<file path="src/rtl/axis_to_memory_ctrl.sv">
// AXI-Stream to BRAM packet writer: software-armed capture of one packet into
// heap memory with a beat limit, drain or ring-wrap overflow handling and status.
module axis_to_memory_ctrl #(
  parameter int DATA_WIDTH  = 32,
  parameter int ADDR_WIDTH  = 11,
  parameter int COUNT_WIDTH = 16,
  parameter int WRAP_MODE   = 0
) (
  input  logic                     axis_clk,
  input  logic                     axis_reset,
  input  logic [DATA_WIDTH-1:0]    axis_tdata,
  input  logic [DATA_WIDTH/8-1:0]  axis_tkeep,
  input  logic                     axis_tlast,
  input  logic                     axis_tvalid,
  output logic                     axis_tready,
  input  logic                     cfg_arm,
  input  logic [ADDR_WIDTH-1:0]    cfg_start_addr,
  input  logic [COUNT_WIDTH-1:0]   cfg_max_beats,
  output logic                     heap_mem_port_a_clk,
  output logic [ADDR_WIDTH-1:0]    heap_mem_port_a_addr,
  output logic [DATA_WIDTH-1:0]    heap_mem_port_a_wr_data,
  output logic [DATA_WIDTH/8-1:0]  heap_mem_port_a_wr_en,
  output logic                     status_busy,
  output logic                     status_done,
  output logic                     status_overflow,
  output logic [COUNT_WIDTH-1:0]   status_beat_count
);

  localparam int                      BPB       = DATA_WIDTH / 8;
  localparam logic [ADDR_WIDTH-1:0]   BPB_ADDR  = ADDR_WIDTH'(BPB);
  localparam logic [COUNT_WIDTH-1:0]  COUNT_MAX = {COUNT_WIDTH{1'b1}};

  typedef enum logic [1:0] {
    ST_IDLE  = 2'd0,
    ST_WRITE = 2'd1,
    ST_DRAIN = 2'd2
  } state_t;

  state_t                   state_r;
  logic [ADDR_WIDTH-1:0]    base_r;
  logic [COUNT_WIDTH-1:0]   limit_r;
  logic [ADDR_WIDTH-1:0]    next_addr_r;
  logic [COUNT_WIDTH-1:0]   beat_count_r;
  logic                     overflow_r;
  logic [ADDR_WIDTH-1:0]    addr_r;
  logic [DATA_WIDTH-1:0]    wr_data_r;
  logic [BPB-1:0]           wr_en_r;
  logic                     done_r;

  logic                     accept_s;
  logic [COUNT_WIDTH-1:0]   count_inc_s;
  logic                     limit_hit_s;
  logic [ADDR_WIDTH-1:0]    next_addr_inc_s;

  assign heap_mem_port_a_clk     = axis_clk;
  assign axis_tready             = (state_r != ST_IDLE);
  assign status_busy             = (state_r != ST_IDLE);
  assign heap_mem_port_a_addr    = addr_r;
  assign heap_mem_port_a_wr_data = wr_data_r;
  assign heap_mem_port_a_wr_en   = wr_en_r;
  assign status_done             = done_r;
  assign status_overflow         = overflow_r;
  assign status_beat_count       = beat_count_r;

  // Handshake, saturating beat increment, limit detection and address step.
  always_comb begin
    accept_s        = axis_tvalid & axis_tready;
    next_addr_inc_s = next_addr_r + BPB_ADDR;
    if (beat_count_r == COUNT_MAX) begin
      count_inc_s = beat_count_r;
    end else begin
      count_inc_s = beat_count_r + COUNT_WIDTH'(1);
    end
    limit_hit_s = (limit_r != '0) && (count_inc_s == limit_r);
  end

  // Capture FSM with registered BRAM write port and status outputs.
  always_ff @(posedge axis_clk) begin
    if (axis_reset) begin
      state_r      <= ST_IDLE;
      base_r       <= '0;
      limit_r      <= '0;
      next_addr_r  <= '0;
      beat_count_r <= '0;
      overflow_r   <= 1'b0;
      addr_r       <= '0;
      wr_data_r    <= '0;
      wr_en_r      <= '0;
      done_r       <= 1'b0;
    end else begin
      wr_en_r <= '0;
      done_r  <= 1'b0;
      case (state_r)
        ST_IDLE: begin
          // A beat presented alongside the arm is not accepted: tready is still low.
          if (cfg_arm) begin
            base_r       <= cfg_start_addr;
            limit_r      <= cfg_max_beats;
            next_addr_r  <= cfg_start_addr;
            beat_count_r <= '0;
            overflow_r   <= 1'b0;
            state_r      <= ST_WRITE;
          end else begin
            state_r <= ST_IDLE;
          end
        end
        ST_WRITE: begin
          if (accept_s) begin
            addr_r       <= next_addr_r;
            wr_data_r    <= axis_tdata;
            wr_en_r      <= axis_tkeep;
            beat_count_r <= count_inc_s;
            if (axis_tlast) begin
              done_r      <= 1'b1;
              next_addr_r <= next_addr_inc_s;
              state_r     <= ST_IDLE;
            end else if (limit_hit_s) begin
              overflow_r <= 1'b1;
              if (WRAP_MODE != 0) begin
                next_addr_r <= base_r;
                state_r     <= ST_WRITE;
              end else begin
                next_addr_r <= next_addr_inc_s;
                state_r     <= ST_DRAIN;
              end
            end else begin
              next_addr_r <= next_addr_inc_s;
              state_r     <= ST_WRITE;
            end
          end else begin
            state_r <= ST_WRITE;
          end
        end
        ST_DRAIN: begin
          // Remaining beats are swallowed so the source can finish its packet.
          if (accept_s && axis_tlast) begin
            done_r  <= 1'b1;
            state_r <= ST_IDLE;
          end else begin
            state_r <= ST_DRAIN;
          end
        end
        default: begin
          state_r <= ST_IDLE;
        end
      endcase
    end
  end

endmodule

</file>
<file path="config.mk">
export PLATFORM = sky130hd
export DESIGN_NAME = axis_to_memory_ctrl
export DESIGN_NICKNAME = d
export VERILOG_FILES = /design/src/rtl/axis_to_memory_ctrl.sv
export SDC_FILE = /design/constraint.sdc
export NUM_CORES = 1
export LEC_CHECK = 0
export BUFFER_PORTS_ARGS = -buffer_cell sky130_fd_sc_hd__buf_2
export CAP_MARGIN = 20
export CORE_MARGIN = 4
export CORE_UTILIZATION = 51
export CTS_CLUSTER_SIZE = 12
export DETAILED_ROUTE_END_ITERATION = 10
export MAX_ROUTING_LAYER = met4
export PLACE_DENSITY = 0.79
export SLEW_MARGIN = 10
export SYNTH_ARGS = -nofsm -noshare
export SYNTH_HDL_FRONTEND = slang
export SYNTH_SLANG_ARGS = --single-unit
</file>
<file path="constraint.sdc">
create_clock -name axis_clk -period 3.3 [get_ports axis_clk]
set_input_delay 0.99 -clock axis_clk [delete_from_list [all_inputs] [get_ports axis_clk]]
set_output_delay 0.99 -clock axis_clk [all_outputs]
set_load 0.005 [all_outputs]
</file>
# Word-level counts from Yosys, hierarchy flattened

Cells that the tools add are included.

Add/subtract/negate cells: 2
Eq/ne operators: 8
Muxes and demuxes: 22
Bitwise operators: 3
Reductions and logical operators: 11

Operators by type and width:

| cell                                          | count |
|---|---|
| 2-to-1 mux 16 bit                             | 3 |
| one-hot mux 16 bit (2 select lines)           | 1 |
| 2-to-1 mux 11 bit                             | 2 |
| one-hot mux 11 bit (2 select lines)           | 1 |
| adder 16 x 1 -> 16 bit, second input constant | 1 |
| == test 16 bit                                | 1 |
| == test 16 bit, second input constant         | 1 |
| nonzero test 16 bit                           | 1 |
| adder 11 x 3 -> 11 bit, second input constant | 1 |
| 2-to-1 mux 1 bit                              | 8 |
| 2-to-1 mux 2 bit                              | 4 |
| inequality test 2 bit, second input constant  | 4 |
| one-hot mux 2 bit (3 select lines)            | 1 |
| AND reduction 5 bit                           | 1 |
| one-hot mux 1 bit (2 select lines)            | 2 |
| AND reduction 2 bit                           | 2 |
| nonzero test 2 bit                            | 2 |
| AND reduction 3 bit                           | 1 |
| OR reduction 3 bit                            | 1 |
| == test 2 x 1 -> 1 bit, second input constant | 1 |
| == test 2 bit, second input constant          | 1 |
| logical AND 1 bit                             | 2 |
| zero test 2 bit                               | 1 |
| NOT 1 bit                                     | 2 |
| AND 1 bit                                     | 1 |

Register bits after elaboration: 94
Input port bits: 68
Output and inout port bits: 68
Logic and storage cells: 55

# Longest topological paths before layout

Gate-level depths: netlist of run 1.

Depth in word-level cells: 8
Depth in mapped cells: 10
Mapped depth without buffers: 8

==> results_dict.tcl, run 1 <==
set metrics [dict create \
    initial_core_util_pct 53.23 \
    synth_nets 635 \
    fin_nets 757 \
    die_y_microns 101.3 \
    rows 33 \
    rsz0062_at_grt "false" \
    cp.required_ns 2.31 \
    fillerInstances 742 \
    internal_power_w 0.001678 \
    via_per_inst 5.512 \
    setup_tns_ns 0 \
    worst-slew-pin-transition_ns 0.6385 \
    postSynthAreaPerCell_sq_um 7.913 \
    cts_tree "done" \
    status "finished clean" \
    post_cts_buffers 0 \
    yosys.area.top_type "dfxtp_1" \
    comb_power_share_pct 10.8 \
    drive_gt1_share_pct 26.60 \
    critical_path.max_fanout 2 \
    multi_input_area_sq_um 2357 \
    antenna_left 0 \
    num_vias 4371 \
    yosysTopAreaCellShare_pct 42.39 \
    path_class "clock port to primary output" \
    synth.top_cells.by_area "dfxtp_1 (42%), nand2_1 (12%), a21oi_1 (8.8%)" \
    placed_cells 774 \
    grt_pass1_vias 4096 \
    fin_cells 793 \
    die_w_microns 101.3 \
    finalHoldViolCount 0 \
    maxSlewHeadroom_pct 57.28 \
    post-route-util_pct 64.69 \
    ys_types 54 \
    cts_resized 0 \
    seq_power_share_pct 52.7 \
    finalClockSkew_ns 0.01483 \
    maxCapViolations 0 \
    hold_path.class "register to register" \
    seq_area_sq_um 1882 \
    cp.arrival_ns 2.00 \
    gr-usage-all-layers_pct 25.36 \
    area_growth_pct 21.53 \
    grt_max_degree 35 \
    wire_per_inst_microns 15.84 \
    clk_pin_slew_ns 0.09 \
    die-area_sq_um 10260 \
    portBuffers 135 \
    yosys-top-cells-count "nand2_1 (147), dfxtp_1 (94), a21oi_1 (78)" \
    leakage_nw 2.251 \
    synth_flop_cell "dfxtp_1" \
    synth-seq-cells 94 \
    p_per_area_nw_per_um2 423.8 \
    holdBufCountCts 0 \
    setup_viol 0 \
    grt_overflow_total 0 \
    diodes 0 \
    netlist_instances 561 \
    grt_pass1_wl_microns 19910 \
    core_sq_um 8341 \
    yosys_warnings 0 \
    vdd_ir_drop_max_mv 0.2979 \
    power_switching_w 0.0006081 \
    antenna_found_initial 0 \
    synth_area_sq_um 4439 \
    power.share.clock_pct 36.5 \
    async_flop_share_pct 0 \
    synth-edff-count 0 \
    drtPass1Iterations 5 \
    maxSlewViolCount 0 \
    yosysMostFrequentCell "nand2_1" \
    io-pin-count 136 \
    clk_latency_ns 0.46 \
    drt_wl_total_microns 12560 \
    drt-initial-drc-count 211 \
    hpwl_microns 9105 \
    cp-start-kind "clock port" \
    end_kind "primary output" \
    p_sw_share_pct 26.60 \
    drc 0 \
    yosysSeqAreaShare_pct 42.39 \
    place_congestion 0.9341 \
]
-- layout make-up --
type | count | area share [%]
Inverter | 7 | 0.4870
Clock inverter | 4 | 0.5334
Multi-Input combinational cell | 420 | 43.69
Clock buffer | 16 | 3.734
Sequential cell | 94 | 34.88
Timing Repair Buffer | 147 | 14.24
Tap cell | 105 | 2.435
-- power by group through the flow --
| stage | Clock (W) | Combinational [W] | Sequential, W |
|---|---|---|---|
| 2_1_floorplan | 0.0000196 | 0.000150 | 0.00122 |
| 3_3_place_gp | 0.0000132 | 0.000238 | 0.00123 |
| 3_5_place_dp | 0.0000132 | 0.000245 | 0.00123 |
| 4_1_cts | 0.000854 | 0.000246 | 0.00120 |
| 5_1_grt | 0.000910 | 0.000275 | 0.00121 |
| 6_report | 0.000835 | 0.000247 | 0.00120 |
-- path summary, 6_finish.rpt --
check / to / start / slack [ns] / depth (start not counted)
max: heap_mem_port_a_clk / axis_clk / 0.31 / 3
min: heap_mem_port_a_wr_data[4]$_SDFFE_PP0P_ / heap_mem_port_a_wr_data[4]$_SDFFE_PP0P_ / 0.45 / 2
max reg2reg: state_r[0]$_SDFF_PP0_ / status_beat_count[0]$_SDFFE_PP0P_ / 0.37 / 8
min reg2reg: heap_mem_port_a_wr_data[4]$_SDFFE_PP0P_ / heap_mem_port_a_wr_data[4]$_SDFFE_PP0P_ / 0.45 / 2
-- sequential cells by signal, summed over array words and instances, names as in the netlist --
name and count:
heap_mem_port_a_wr_data 32, heap_mem_port_a_addr 11, limit_r 16, heap_mem_port_a_wr_en 4, state_r 2, next_addr_r 11, status_done 1, status_beat_count 16
status_overflow 1
-- metrics by stage --
step                      worst slack (ns)  hold WS [ns]  instance area, sq um  total power, W
after global routing                0.1944        0.4699                  5395        0.002395
after global placement              0.5579        0.4386                  5170        0.001479
after detailed placement            0.4342        0.4430                  5170        0.001487
after CTS                           0.3054        0.4555                  5395        0.002303
final                               0.3087        0.4543                  5395        0.002286
after floorplan                     0.5493        0.4321                  4439        0.001392
-- layer usage --
layer / share of wire (%) / track usage, % / vias up
met1: 43 / 31.70 / 2018
met5: 0 / - / -
li1: - / - / 2186
met4: 2.1 / 11.86 / 0
met3: 5.9 / 4.821 / 20
met2: 49 / 39.54 / 147
-- worst max-delay path, cell delays in order --
cell      delay, ns
clkbuf_8       0.11
clkbuf_8       0.12
buf_2          0.12
-- cell usage in the layout (no fill, tap or decap), types with 5 or more instances in the layout --
cell,netlist,routed
mux2i_1,6,6
ha_1,6,6
xor2_1,8,8
a211oi_1,6,6
dfxtp_1,94,94
nand2_1,147,147
nor2_1,28,28
nand4_1,8,8
nor4_1,5,5
inv_1,7,7
buf_2,6,135
clkbuf_8,0,14
a21oi_1,78,78
nand3_1,16,16
and2_1,7,7
o21ai_0,31,31
nor3_1,6,6
buf_4,4,13
xnor2_1,15,15
-- logic make-up after synthesis --
kind of cell,Yosys count,share of synthesized area [%]
adder cells (fa/ha/maj),6,1.691
buffers and inverters,47,4.510
AND/OR/NAND/NOR,244,26.04
AO/OA/AOI/OAI,141,19.48
multiplexers,6,1.353
XOR/XNOR,23,4.538
flip-flops,94,42.39
Power figures use the tool's default switching activity.
==> inputs of run 2 (changes only) <==
--- a/config.mk
+++ b/config.mk
@@ -5,14 +5,16 @@
 export SDC_FILE = /design/constraint.sdc
 export NUM_CORES = 1
 export LEC_CHECK = 0
+export ABC_AREA = 1
 export BUFFER_PORTS_ARGS = -buffer_cell sky130_fd_sc_hd__buf_2
 export CAP_MARGIN = 20
 export CORE_MARGIN = 4
 export CORE_UTILIZATION = 51
+export CTS_BUF_LIST = sky130_fd_sc_hd__clkbuf_16
 export CTS_CLUSTER_SIZE = 12
 export DETAILED_ROUTE_END_ITERATION = 10
 export MAX_ROUTING_LAYER = met4
-export PLACE_DENSITY = 0.79
+export PLACE_DENSITY = 0.8
 export SLEW_MARGIN = 10
 export SYNTH_ARGS = -nofsm -noshare
 export SYNTH_HDL_FRONTEND = slang
==> results_dict.tcl, run 2 <==
set metrics [dict create \
    maxSlewHeadroom_pct 66.26 \
    grt_pass1_vias 4332 \
    yosysTopAreaCellShare_pct 43.54 \
    post-route-util_pct 65.69 \
    netlist_instances 616 \
    synth_area_sq_um 4322 \
    finalClockSkew_ns 0.004397 \
    grt_overflow_total 0 \
    crit_start "axis_clk" \
    layout_common_cells "buf_2 (135), nor2_1 (121), nand2_1 (106), dfxtp_1 (94), o21ai_0 (81)" \
    hold_path.class "register to register" \
    path_class "clock port to primary output" \
    hpwl_microns 8476 \
    setup_viol 0 \
    setup_tns_ns 0 \
    grt_pass1_wl_microns 19710 \
    cp-start-kind "clock port" \
    fillerInstances 738 \
    diodes 0 \
    drt_wl_total_microns 12040 \
    area_growth_pct 24.90 \
    r2r-start "state_r[1]$_SDFF_PP0_" \
    portBuffers 135 \
    yosys_warnings 0 \
    timing.reg2reg.setup_slack_ns 0.64 \
    leakage_nw 2.722 \
    holdBufCountCts 0 \
    fin_hold_ws_ns 0.4636 \
    yosys.area.top_type "dfxtp_1" \
    die_y_microns 100.1 \
    crit_end "heap_mem_port_a_clk" \
    critical_path.max_fanout 2 \
    antenna_found_initial 0 \
    cts_resized 0 \
    yosysMostFrequentCell "nor2_1" \
    maxCapViolations 0 \
    finalHoldViolCount 0 \
    gr-usage-all-layers_pct 24.95 \
    postSynthAreaPerCell_sq_um 7.016 \
    place_congestion 0.9102 \
    die_w_microns 100.1 \
    post_cts_buffers 0 \
    clk_latency_ns 0.45 \
    setup_ws_ns 0.2998 \
    dp_slack_ns 0.5166 \
    final_common_cell "buf_2" \
    antenna_left 0 \
    worst-slew-pin-transition_ns 0.5043 \
    synth_flop_cell "dfxtp_1" \
    r2r_cells 11 \
    largest_reg_flops 32 \
    drc 0 \
    vdd_ir_drop_max_mv 0.3497 \
    synth.top_cells.by_area "dfxtp_1 (44%), nor2_1 (11%), o21ai_0 (9.4%)" \
    cp.required_ns 2.31 \
    end_kind "primary output" \
    core_sq_um 8217 \
    grt_max_degree 48 \
    fin_nets 815 \
    rows 33 \
    p_per_area_nw_per_um2 495.5 \
    num_vias 4500 \
    seq_area_sq_um 1882 \
    yosysSeqAreaShare_pct 43.54 \
    status "finished clean" \
    clk_pin_slew_ns 0.06 \
    cp.arrival_ns 2.01 \
    yosys-top-cells-count "nor2_1 (122), nand2_1 (106), dfxtp_1 (94)" \
    io-pin-count 136 \
    maxSlewViolCount 0 \
    drt-initial-drc-count 244 \
    cts_tree "done" \
    async_flop_share_pct 0 \
    drtPass1Iterations 5 \
    via_per_inst 5.288 \
    synth-seq-cells 94 \
    ys_types 35 \
    worst_r2r_endpoint "next_addr_r[5]$_SDFFE_PP0P_" \
    rsz0062_at_grt "false" \
    total_power_w 0.002675 \
    synth_nets 690 \
    die-area_sq_um 10010 \
    initial_core_util_pct 52.60 \
    wire_per_inst_microns 14.15 \
    synth-edff-count 0 \
    drive_gt1_share_pct 23.59 \
    multi_input_area_sq_um 2108 \
]
[run 2: cell types whose count changed after synthesis, sizes merged, moves of 12 or more]
cell	previous run	this run
a21oi	78	23
nand3	17	45
o21ai	31	82
xnor2	15	3
inv	7	53
nor2	28	129
nand2	147	109
[run 2: through the flow]
step	cell area, sq um	std cells
final	5398	851
after global routing	5398	851
after CTS	5398	851
after detailed placement	5055	832
after global placement	5055	832
after floorplan	4322	616
[run 2: report_power, final]
| part | internal [W] | total, W | switching, W |
|---|---|---|---|
| logic | 0.000118 | 0.000298 | 0.000180 |
| registers | 0.00119 | 0.00124 | 0.0000441 |
| clock network | 0.000668 | 0.00114 | 0.000471 |
| total | 0.00198 | 0.00267 | 0.000695 |
[run 2: kinds of logic (layout without fill, tap and decap cells)]
family	after synthesis	count (layout)	synth area share [%]
and+or+nand+nor	299	299	29.76
xor gates and xnor gates	8	8	1.621
DFF	94	94	43.54
buffers and inverters	85	215	7.846
AOI/OAI and AO/OA	124	124	15.49
adders and majority gates	6	6	1.737
[run 2: worst min path at each step]
stage / from / endpoint / slack [ns] / depth (start not counted)
2_1_floorplan: status_overflow$_SDFFE_PP0P_ / status_overflow$_SDFFE_PP0P_ / 0.44 / 2
3_3_place_gp: status_overflow$_SDFFE_PP0P_ / status_overflow$_SDFFE_PP0P_ / 0.44 / 2
3_5_place_dp: status_overflow$_SDFFE_PP0P_ / status_overflow$_SDFFE_PP0P_ / 0.45 / 2
4_1_cts: status_overflow$_SDFFE_PP0P_ / status_overflow$_SDFFE_PP0P_ / 0.46 / 2
5_1_grt: status_overflow$_SDFFE_PP0P_ / status_overflow$_SDFFE_PP0P_ / 0.49 / 2
6_report: status_overflow$_SDFFE_PP0P_ / status_overflow$_SDFFE_PP0P_ / 0.46 / 2
[run 2: final cells by class]
| class | instances | share of cell area (%) |
|---|---|---|
| clock inverters | 7 | 0.7881 |
| inverters | 54 | 3.802 |
| well taps | 105 | 2.434 |
| clock buffers | 13 | 5.656 |
| flip-flops and latches | 94 | 34.86 |
| repair buffers | 141 | 13.40 |
| multi-input cells | 437 | 39.06 |
[run 2: metal layers]
metal	up-vias	global-route usage (%)	wire, microns
met1	2024	30.24	5103
li1	2256	-	-
met3	30	5.698	940
met2	190	39.87	5721
met4	0	10.98	279
met5	-	-	0
[run 2: critical path, cell delays in order]
cell	delay [ns]
clkbuf_16	0.12
clkbuf_16	0.13
buf_2	0.12
